--- config.mk ---
export PLATFORM = sky130hd
export DESIGN_NAME = rotary_position_flat
export DESIGN_NICKNAME = d
export VERILOG_FILES = /design/src/rtl/rotary_position_if.sv /design/src/rtl/rotary_position.sv /design/src/flat_wrapper.sv
export SDC_FILE = /design/constraint.sdc
export NUM_CORES = 1
export LEC_CHECK = 0
export BUFFER_PORTS_ARGS = -buffer_cell sky130_fd_sc_hd__clkbuf_2
export CAP_MARGIN = 10
export CORE_UTILIZATION = 45
export CTS_BUF_LIST = sky130_fd_sc_hd__clkbuf_4 sky130_fd_sc_hd__clkbuf_8
export CTS_CLUSTER_SIZE = 28
export DETAILED_ROUTE_END_ITERATION = 10
export GPL_TIMING_DRIVEN = 0
export PLACE_DENSITY = 0.72
export SLEW_MARGIN = 20
export SYNTH_ARGS = -nofsm -noshare
export SYNTH_HDL_FRONTEND = slang
export SYNTH_SLANG_ARGS = --single-unit
--- constraint.sdc ---
create_clock -name clock -period 3.07 [get_ports clock]
set_input_delay 0.307 -clock clock [delete_from_list [all_inputs] [get_ports clock]]
set_output_delay 0.307 -clock clock [all_outputs]
set_load 0.01 [all_outputs]
--- src/rtl/rotary_position_if.sv ---
// Bus side of rotary_position: two-register map with a one-cycle ack.
// The master drives the strobes; the slave returns read_data and ack.
interface rotary_position_if;
   logic        address;
   logic        read;
   logic        write;
   logic [31:0] write_data;
   logic [31:0] read_data;
   logic        ack;

   modport master (output address, read, write, write_data, input read_data, ack);
   modport slave  (input address, read, write, write_data, output read_data, ack);
endinterface

--- src/rtl/rotary_position.sv ---
// Bounded absolute position and signed delta-since-read, fed by debounced detents.
// Define ROTARY_ACCEL_EN to add the fast-spin 4x step acceleration.
module rotary_position #(
   parameter int WIDTH    = 8,
   parameter int MIN_POS  = 0,
   parameter int MAX_POS  = 255,
   parameter int INIT_POS = 0,
   parameter int STEP     = 1,
   parameter int WRAP     = 0
`ifdef ROTARY_ACCEL_EN
   , parameter int ACCEL_WINDOW = 2_500_000
`endif
) (
   input  logic             clock,
   input  logic             reset,
   input  logic             rotary_event,
   input  logic             rotary_right,
   rotary_position_if.slave bus,
   output logic             interrupt
);

`ifdef ROTARY_ACCEL_EN
   localparam int EW = WIDTH + 4;
`else
   localparam int EW = WIDTH + 2;
`endif
   typedef logic signed [EW-1:0] ext_t;
   localparam ext_t MIN_X = ext_t'(MIN_POS);
   localparam ext_t MAX_X = ext_t'(MAX_POS);

   logic [WIDTH-1:0]  position;
   logic [WIDTH-1:0]  move_pos;
   logic [WIDTH-1:0]  wr_pos;
   logic signed [7:0] delta;
   logic signed [7:0] delta_base;
   logic signed [7:0] delta_next;
   logic              pending;
   logic              accel;
   logic              pos_wr;
   logic              clr;
   logic [31:0]       rd_val;
   ext_t              pos_x;
   ext_t              step_x;
   ext_t              next_x;

`ifdef ROTARY_ACCEL_EN
   localparam int CW = $clog2(ACCEL_WINDOW + 1);
   logic [CW-1:0] gap;

   assign accel = gap < CW'(ACCEL_WINDOW);

   always_ff @(posedge clock) begin
      if (reset)             gap <= CW'(ACCEL_WINDOW);
      else if (rotary_event) gap <= '0;
      else if (accel)        gap <= gap + CW'(1);
   end
`else
   assign accel = 1'b0;
`endif

   assign step_x    = accel ? ext_t'(4 * STEP) : ext_t'(STEP);
   assign pos_wr    = bus.write & ~bus.address;
   assign clr       = (bus.read & ~bus.write & bus.address) |
                      (bus.write & bus.address & bus.write_data[9]);
   assign interrupt = pending;

   always_comb begin
      pos_x  = ext_t'({{(EW-WIDTH){1'b0}}, position});
      next_x = rotary_right ? pos_x + step_x : pos_x - step_x;
      if (next_x > MAX_X)      move_pos = (WRAP != 0) ? WIDTH'(MIN_POS) : WIDTH'(MAX_POS);
      else if (next_x < MIN_X) move_pos = (WRAP != 0) ? WIDTH'(MAX_POS) : WIDTH'(MIN_POS);
      else                     move_pos = next_x[WIDTH-1:0];
   end

   // Clamp the whole write word so oversize values saturate instead of aliasing.
   always_comb begin
      if (bus.write_data > 32'(MAX_POS))      wr_pos = WIDTH'(MAX_POS);
      else if (bus.write_data < 32'(MIN_POS)) wr_pos = WIDTH'(MIN_POS);
      else                                    wr_pos = bus.write_data[WIDTH-1:0];
   end

   always_comb begin
      delta_base = clr ? 8'sd0 : delta;
      delta_next = delta_base;
      if (rotary_event) begin
         if (rotary_right) delta_next = (delta_base == 8'sd127) ? delta_base : delta_base + 8'sd1;
         else              delta_next = (delta_base == -8'sd128) ? delta_base : delta_base - 8'sd1;
      end
   end

   always_comb begin
      rd_val = '0;
      if (bus.read & ~bus.write)
         rd_val = bus.address ? {22'b0, pending, accel, delta} : 32'(position);
   end

   always_ff @(posedge clock) begin
      if (reset) begin
         position      <= WIDTH'(INIT_POS);
         delta         <= '0;
         pending       <= 1'b0;
         bus.read_data <= '0;
         bus.ack       <= 1'b0;
      end else begin
         bus.ack       <= bus.read | bus.write;
         bus.read_data <= rd_val;
         delta         <= delta_next;
         // A detent in the same cycle as a clear leaves pending set.
         pending       <= rotary_event | (pending & ~clr);
         if (pos_wr)            position <= wr_pos;
         else if (rotary_event) position <= move_pos;
      end
   end

endmodule
--- src/flat_wrapper.sv ---
// flat-port wrapper written by rule: the top's interface ports become plain ports
module rotary_position_flat 
#(
   parameter int WIDTH    = 8,
   parameter int MIN_POS  = 0,
   parameter int MAX_POS  = 255,
   parameter int INIT_POS = 0,
   parameter int STEP     = 1,
   parameter int WRAP     = 0

)
  (clock, reset, rotary_event, rotary_right, interrupt, bus_address, bus_read, bus_write, bus_write_data, bus_read_data, bus_ack);
  rotary_position_if bus_i ();
  input  logic clock;
  input  logic reset;
  input  logic rotary_event;
  input  logic rotary_right;
  output logic interrupt;
  input wire logic [$bits(bus_i.address)-1:0] bus_address;
  input wire logic [$bits(bus_i.read)-1:0] bus_read;
  input wire logic [$bits(bus_i.write)-1:0] bus_write;
  input wire logic [$bits(bus_i.write_data)-1:0] bus_write_data;
  output wire logic [$bits(bus_i.read_data)-1:0] bus_read_data;
  output wire logic [$bits(bus_i.ack)-1:0] bus_ack;
  assign bus_i.address = bus_address;
  assign bus_i.read = bus_read;
  assign bus_i.write = bus_write;
  assign bus_i.write_data = bus_write_data;
  assign bus_read_data = bus_i.read_data;
  assign bus_ack = bus_i.ack;
  rotary_position #(.WIDTH(WIDTH), .MIN_POS(MIN_POS), .MAX_POS(MAX_POS), .INIT_POS(INIT_POS), .STEP(STEP), .WRAP(WRAP)) u_core (.clock(clock), .reset(reset), .rotary_event(rotary_event), .rotary_right(rotary_right), .bus(bus_i), .interrupt(interrupt));
endmodule
* Word-level counts from Yosys, hierarchy flattened
Index checks and enable logic that the tools add are counted.
Operators by class: $add $sub $neg 4, order comparisons 4, equality and inequality tests 2, multiplexer cells 13, bitwise logic cells 13, reductions and logical operators 3
Operators by type and width (count):
- 8-bit two-way mux | 12
- 32-bit by 8-bit > comparator with 1-bit output, second input constant | 1
- 32-bit by 1-bit < comparator with 1-bit output, second input constant | 1
- 8-bit equality test, second input constant | 2
- 10-bit by 9-bit > comparator with 1-bit output, second input constant | 1
- 10-bit by 1-bit < comparator with 1-bit output, second input constant | 1
- 10-bit two-way mux | 1
- 8-bit by 1-bit adder with 9-bit output, second input constant | 1
- 8-bit by 1-bit subtractor with 9-bit output, second input constant | 1
- 8-bit by 2-bit adder with 8-bit output, second input constant | 1
- 8-bit by 2-bit subtractor with 8-bit output, second input constant | 1
- 1-bit AND | 6
- 1-bit inverter | 4
- 1-bit OR | 3
- 3-bit OR reduction | 1
- 2-bit nonzero test | 1
- 2-bit OR reduction | 1
Storage, ports and cells: flip-flop bits (word level) 50, input bits 39, output and inout bits 34, logic and storage cells 45

* Depth between registers and ports, before layout
depth after elaboration 9, mapped depth 11, mapped depth without buffers 9

* Least setup slack after synthesis
OpenSTA, ideal clock, no wires.
path type input to register, start input bus_write, end register u_core.delta[5], setup time 80 ps, arrival time 2182 ps, data required time 2990 ps, path slack 809 ps, cell stages on the path 9, path buffers 1, path through mux2_2 -> nand2_1 -> clkbuf_1 -> nand2_1 -> ha_1 -> and3b_1 -> or4_1 -> a21o_1 -> o211ai_1
On the way: longest elaborated chain between the ends 9, elaborated cells on any way between the ends 15, classes of those cells add/sub (2); eq/ne (2); mux (5); bitwise (6)
Ends and longest elaborated chain:
- start, declared | RTL line flat_wrapper.sv:21 | input wire logic [$bits(bus_i.write)-1:0] bus_write;
- 1-bit inverter | RTL line rotary_position.sv:63 | assign clr = (bus.read & ~bus.write & bus.address) |
- 1-bit AND (2 in series) | RTL line rotary_position.sv:63
- 1-bit OR (*) | RTL line rotary_position.sv:63
- 8-bit two-way mux (*) | RTL line rotary_position.sv:83 | delta_base = clr ? 8'sd0 : delta;
- 8-bit by 2-bit subtractor with 8-bit output, or another cell as far along | RTL line rotary_position.sv:87 | else delta_next = (delta_base == -8'sd128) ? delta_base : delta_base - 8'sd1;
- 8-bit two-way mux (on tied branches) | RTL line rotary_position.sv:87, rotary_position.sv:86
- 8-bit two-way mux | RTL line rotary_position.sv:86 | if (rotary_right) delta_next = (delta_base == 8'sd127) ? delta_base : delta_base + 8'sd1;
- 8-bit two-way mux (*) | RTL line rotary_position.sv:85 | if (rotary_event) begin
- end signal, assigned | RTL line rotary_position.sv:107 | delta <= delta_next;
- end, declared | RTL line rotary_position.sv:34 | logic signed [7:0] delta;
Mark *: on every way between the ends. The rest lies on a longest branch, timed or not. A chain may end at the register's enable or synchronous reset.

* Final worst setup path
start input bus_write, end register u_core.delta[3]
The elaborated chain is that of the path after synthesis.

==> impl_metrics.xml <==
<?xml version="1.0" encoding="UTF-8"?>
<metrics>
  <group name="timing">
    <metric name="grt_setup_unrepaired" unit="">false</metric>
    <metric name="slew_headroom" unit="%">45.9</metric>
    <metric name="finalSetupViolCount" unit="">0</metric>
    <metric name="worst_slew_pin_slew" unit="ns">0.804</metric>
    <metric name="worst_case_clock_skew" unit="ns">0.00788</metric>
    <metric name="min_period" unit="ns">2.59</metric>
    <metric name="hold_viol" unit="">0</metric>
    <metric name="slew_viol_final" unit="">0</metric>
    <metric name="post-route-period-util" unit="%">84.5</metric>
    <metric name="setup_tns" unit="ns">0</metric>
    <metric name="timing.fmax" unit="GHz">0.386</metric>
  </group>
  <group name="clocking">
    <metric name="cts_repair_resized_insts" unit="">0</metric>
    <metric name="cts_tree" unit="">done</metric>
    <metric name="deepest_level_of_the_cts_h_tree" unit="">1</metric>
    <metric name="clk_root_buffer_cell" unit="">sky130_fd_sc_hd__clkbuf_8</metric>
    <metric name="cts-buffers-inserted" unit="">3</metric>
    <metric name="ctsLongestPathBuffers" unit="">2</metric>
    <metric name="clock_sinks" unit="">27</metric>
    <metric name="postCtsHoldBufs" unit="">0</metric>
    <metric name="post-cts-setup-buffer-count" unit="">0</metric>
    <metric name="clk-insertion-delay-late" unit="ns">0.28</metric>
    <metric name="worst_setup_hold_path_clk_slew" unit="ns">0.11</metric>
  </group>
  <group name="worst_setup_path">
    <metric name="crit_path_max_fanout" unit="">10</metric>
    <metric name="worstSetupEndpointType" unit="">flop</metric>
    <metric name="critical-path-max-stage-delay" unit="ns">0.42</metric>
    <metric name="critical_path_arrival" unit="ns">2.79</metric>
    <metric name="worstPathCellList" unit="">clkbuf_2, mux2_2, nand2_1, clkbuf_1, nand2_1, inv_1, ha_1, and3_1, clkbuf_1, o211a_1, o21ai_0, o2bb2ai_1</metric>
    <metric name="cp-start-kind" unit="">primary input</metric>
    <metric name="worst-path-buf-inv" unit="">4</metric>
    <metric name="timing_worst_setup_path_type" unit="">primary input to flop</metric>
    <metric name="cpLargestDelayFamily" unit="">buffers and inverters</metric>
    <metric name="worst_path_max_delay_cell" unit="">sky130_fd_sc_hd__mux2_2</metric>
    <metric name="worst_ep_required_time" unit="ns">3.27</metric>
  </group>
  <group name="placed_design">
    <metric name="portBuffers" unit="">46</metric>
    <metric name="routability_cong" unit="">0.920</metric>
    <metric name="dp.final_hpwl" unit="um">4510</metric>
  </group>
  <group name="global_routing">
    <metric name="grt.total_usage" unit="%">23.3</metric>
    <metric name="first_global_vias" unit="">1984</metric>
    <metric name="grt_max_degree" unit="">15</metric>
    <metric name="grt_pass1_wl" unit="um">9600</metric>
    <metric name="antenna_found_initial" unit="">0</metric>
    <metric name="overflow" unit="">0</metric>
  </group>
  <group name="routing">
    <metric name="starting_drt_drc_count" unit="">204</metric>
    <metric name="dr_pass1_iterations" unit="">5</metric>
    <metric name="post_drt_via_cell_ratio" unit="">5.61</metric>
    <metric name="detail_route.drc_violations" unit="">0</metric>
    <metric name="routed-via-count" unit="">2383</metric>
    <metric name="antenna_violating_nets_post_route" unit="">0</metric>
    <metric name="postRouteWirelength" unit="um">6150</metric>
    <metric name="route.detailed.wl_per_inst" unit="um">14.5</metric>
  </group>
  <group name="synth">
    <metric name="count_of_flip_flops_with_a_built_in_enable_after_synthesis" unit="">0</metric>
    <metric name="synth.ff_latch_count" unit="">27</metric>
    <metric name="synth_ff_type" unit="">sky130_fd_sc_hd__dfxtp_1</metric>
    <metric name="netlist_instances" unit="">286</metric>
    <metric name="synth-seq-area-share" unit="%">24.2</metric>
    <metric name="synthDistinctLibCells" unit="">60</metric>
    <metric name="post_synth.cell_area_avg" unit="um2">7.81</metric>
    <metric name="post_synth_instance_area" unit="um2">2230</metric>
    <metric name="count_of_synthesis_stage_warnings_from_yosys" unit="">0</metric>
    <metric name="synth-async-reset-ratio" unit="%">0</metric>
  </group>
  <group name="layout">
    <metric name="most_frequent_standard_cell_in_the_layout_excluding_fill_and_tap_cells" unit="">sky130_fd_sc_hd__clkbuf_2</metric>
    <metric name="layout_common_cells" unit="">sky130_fd_sc_hd__clkbuf_2, sky130_fd_sc_hd__dfxtp_1, sky130_fd_sc_hd__buf_4, sky130_fd_sc_hd__nor2_1, sky130_fd_sc_hd__conb_1</metric>
    <metric name="n_antenna_cell" unit="">0</metric>
    <metric name="num-nets-final" unit="">403</metric>
    <metric name="post_route_cells_drive_above_1_share" unit="%">25.4</metric>
    <metric name="flow.area_growth_from_synthesis" unit="%">19.9</metric>
    <metric name="utilization" unit="%">56.3</metric>
  </group>
  <group name="power_and_ir_drop">
    <metric name="ir_worst_vdd" unit="uV">171</metric>
    <metric name="cellLeakagePower" unit="nW">1.19</metric>
    <metric name="power_density" unit="nW/um2">370</metric>
  </group>
  <group name="floorplanning">
    <metric name="area_enclosed_by_the_die_boundary" unit="um2">5250</metric>
    <metric name="fp-row-count" unit="">25</metric>
    <metric name="die_x" unit="um">72.5</metric>
    <metric name="design.portCount" unit="">73</metric>
    <metric name="die_y" unit="um">72.5</metric>
    <metric name="start_util" unit="%">47.0</metric>
    <metric name="core_area" unit="um2">4750</metric>
  </group>
  <group name="worst_hold_path">
    <metric name="holdCritPathClass" unit="">primary input to flop</metric>
  </group>
  <group name="flow_run">
    <metric name="max_cap_viol_count" unit="">0</metric>
  </group>
  <group name="status">
    <metric name="outcome" unit="">finished clean</metric>
  </group>
</metrics>
-- state kept, by name, indices dropped and copies added, names as in the netlist --
name                  flops
u_core.delta              8
u_core.bus.read_data      9
u_core.position           8
u_core.interrupt          1
u_core.bus.ack            1
-- cell usage after synthesis (all sizes together) (5+ instances only) --
library cell	number	area share (%)
buf	31	9.8
ha	5	2.8
a21oi	12	2.7
a2111oi	7	3.0
nand2	19	3.2
nand3	9	2.0
inv	11	1.8
mux2i	14	6.3
o21ai	11	2.5
nor4	8	2.2
clkbuf	15	2.5
nor2	23	3.9
nand4	7	2.0
dfxtp	27	24
a211oi	6	2.0
nor3	12	2.7
-- worst paths after layout --
| check | end | start | depth (start not counted) | slack (ns) |
|---|---|---|---|---|
| max | u_core.delta[3] | bus_write | 12 | 0.48 |
| min | u_core.bus.ack | bus_read | 3 | 0.29 |
| max reg2reg | u_core.delta[3] | u_core.delta[1] | 9 | 0.91 |
| min reg2reg | u_core.bus.read_data[9] | u_core.interrupt | 2 | 0.47 |
-- kinds of logic (layout without fill, tap and decap cells) --
logic type	after synthesis	in the layout	synth area share, %
fa+ha+maj	5	5	2.80
xor+xnor	3	3	1.18
mux	16	16	7.28
compound gates	73	73	24.7
simple gates	104	104	25.5
other cells	1	23	0.168
flops	27	27	24.2
buf+inv	57	107	14.2
-- report_power, final --
part	switching (W)	leakage [nW]	internal (W)	total [W]
registers	0.0000217	0.222	0.000377	0.000399
clock network	0.000123	0.0262	0.000102	0.000225
logic	0.000212	0.940	0.000156	0.000368
-- per-layer routing --
metal | GRT usage, % | wire (um)
met1 | 34.2 | 2910
met2 | 36.6 | 2680
met3 | 1.39 | 438
met4 | 7.19 | 126
met5 | 0 | 0
-- cell type report --
cell class | count | area [um2]
plain buffers | 46 | 275
clock buffers | 4 | 48.8
fillers | 477 | 2080
inverters | 11 | 41.3
multi-input cells | 224 | 1460
flip-flops and latches | 27 | 541
well taps | 67 | 83.8
repair buffers | 46 | 230
-- stage by stage --
stage	hold slack [ns]	area, um2	power (W)	std cells	setup slack (ns)
2_1_floorplan	0.423	2320	0.000672	308	0.809
3_3_place_gp	0.457	2630	0.000761	421	0.181
3_5_place_dp	0.456	2630	0.000764	421	0.192
4_1_cts	0.306	2680	0.000979	425	0.479
5_1_grt	0.320	2680	0.00104	425	0.219
6_report	0.291	2680	0.000992	425	0.477
-- worst min-delay path: stages --
cell                       delay [ns]
sky130_fd_sc_hd__clkbuf_2        0.11
sky130_fd_sc_hd__nor2_1          0.04
sky130_fd_sc_hd__nor2_1          0.08
No activity file was read; power rests on OpenSTA's default activity.
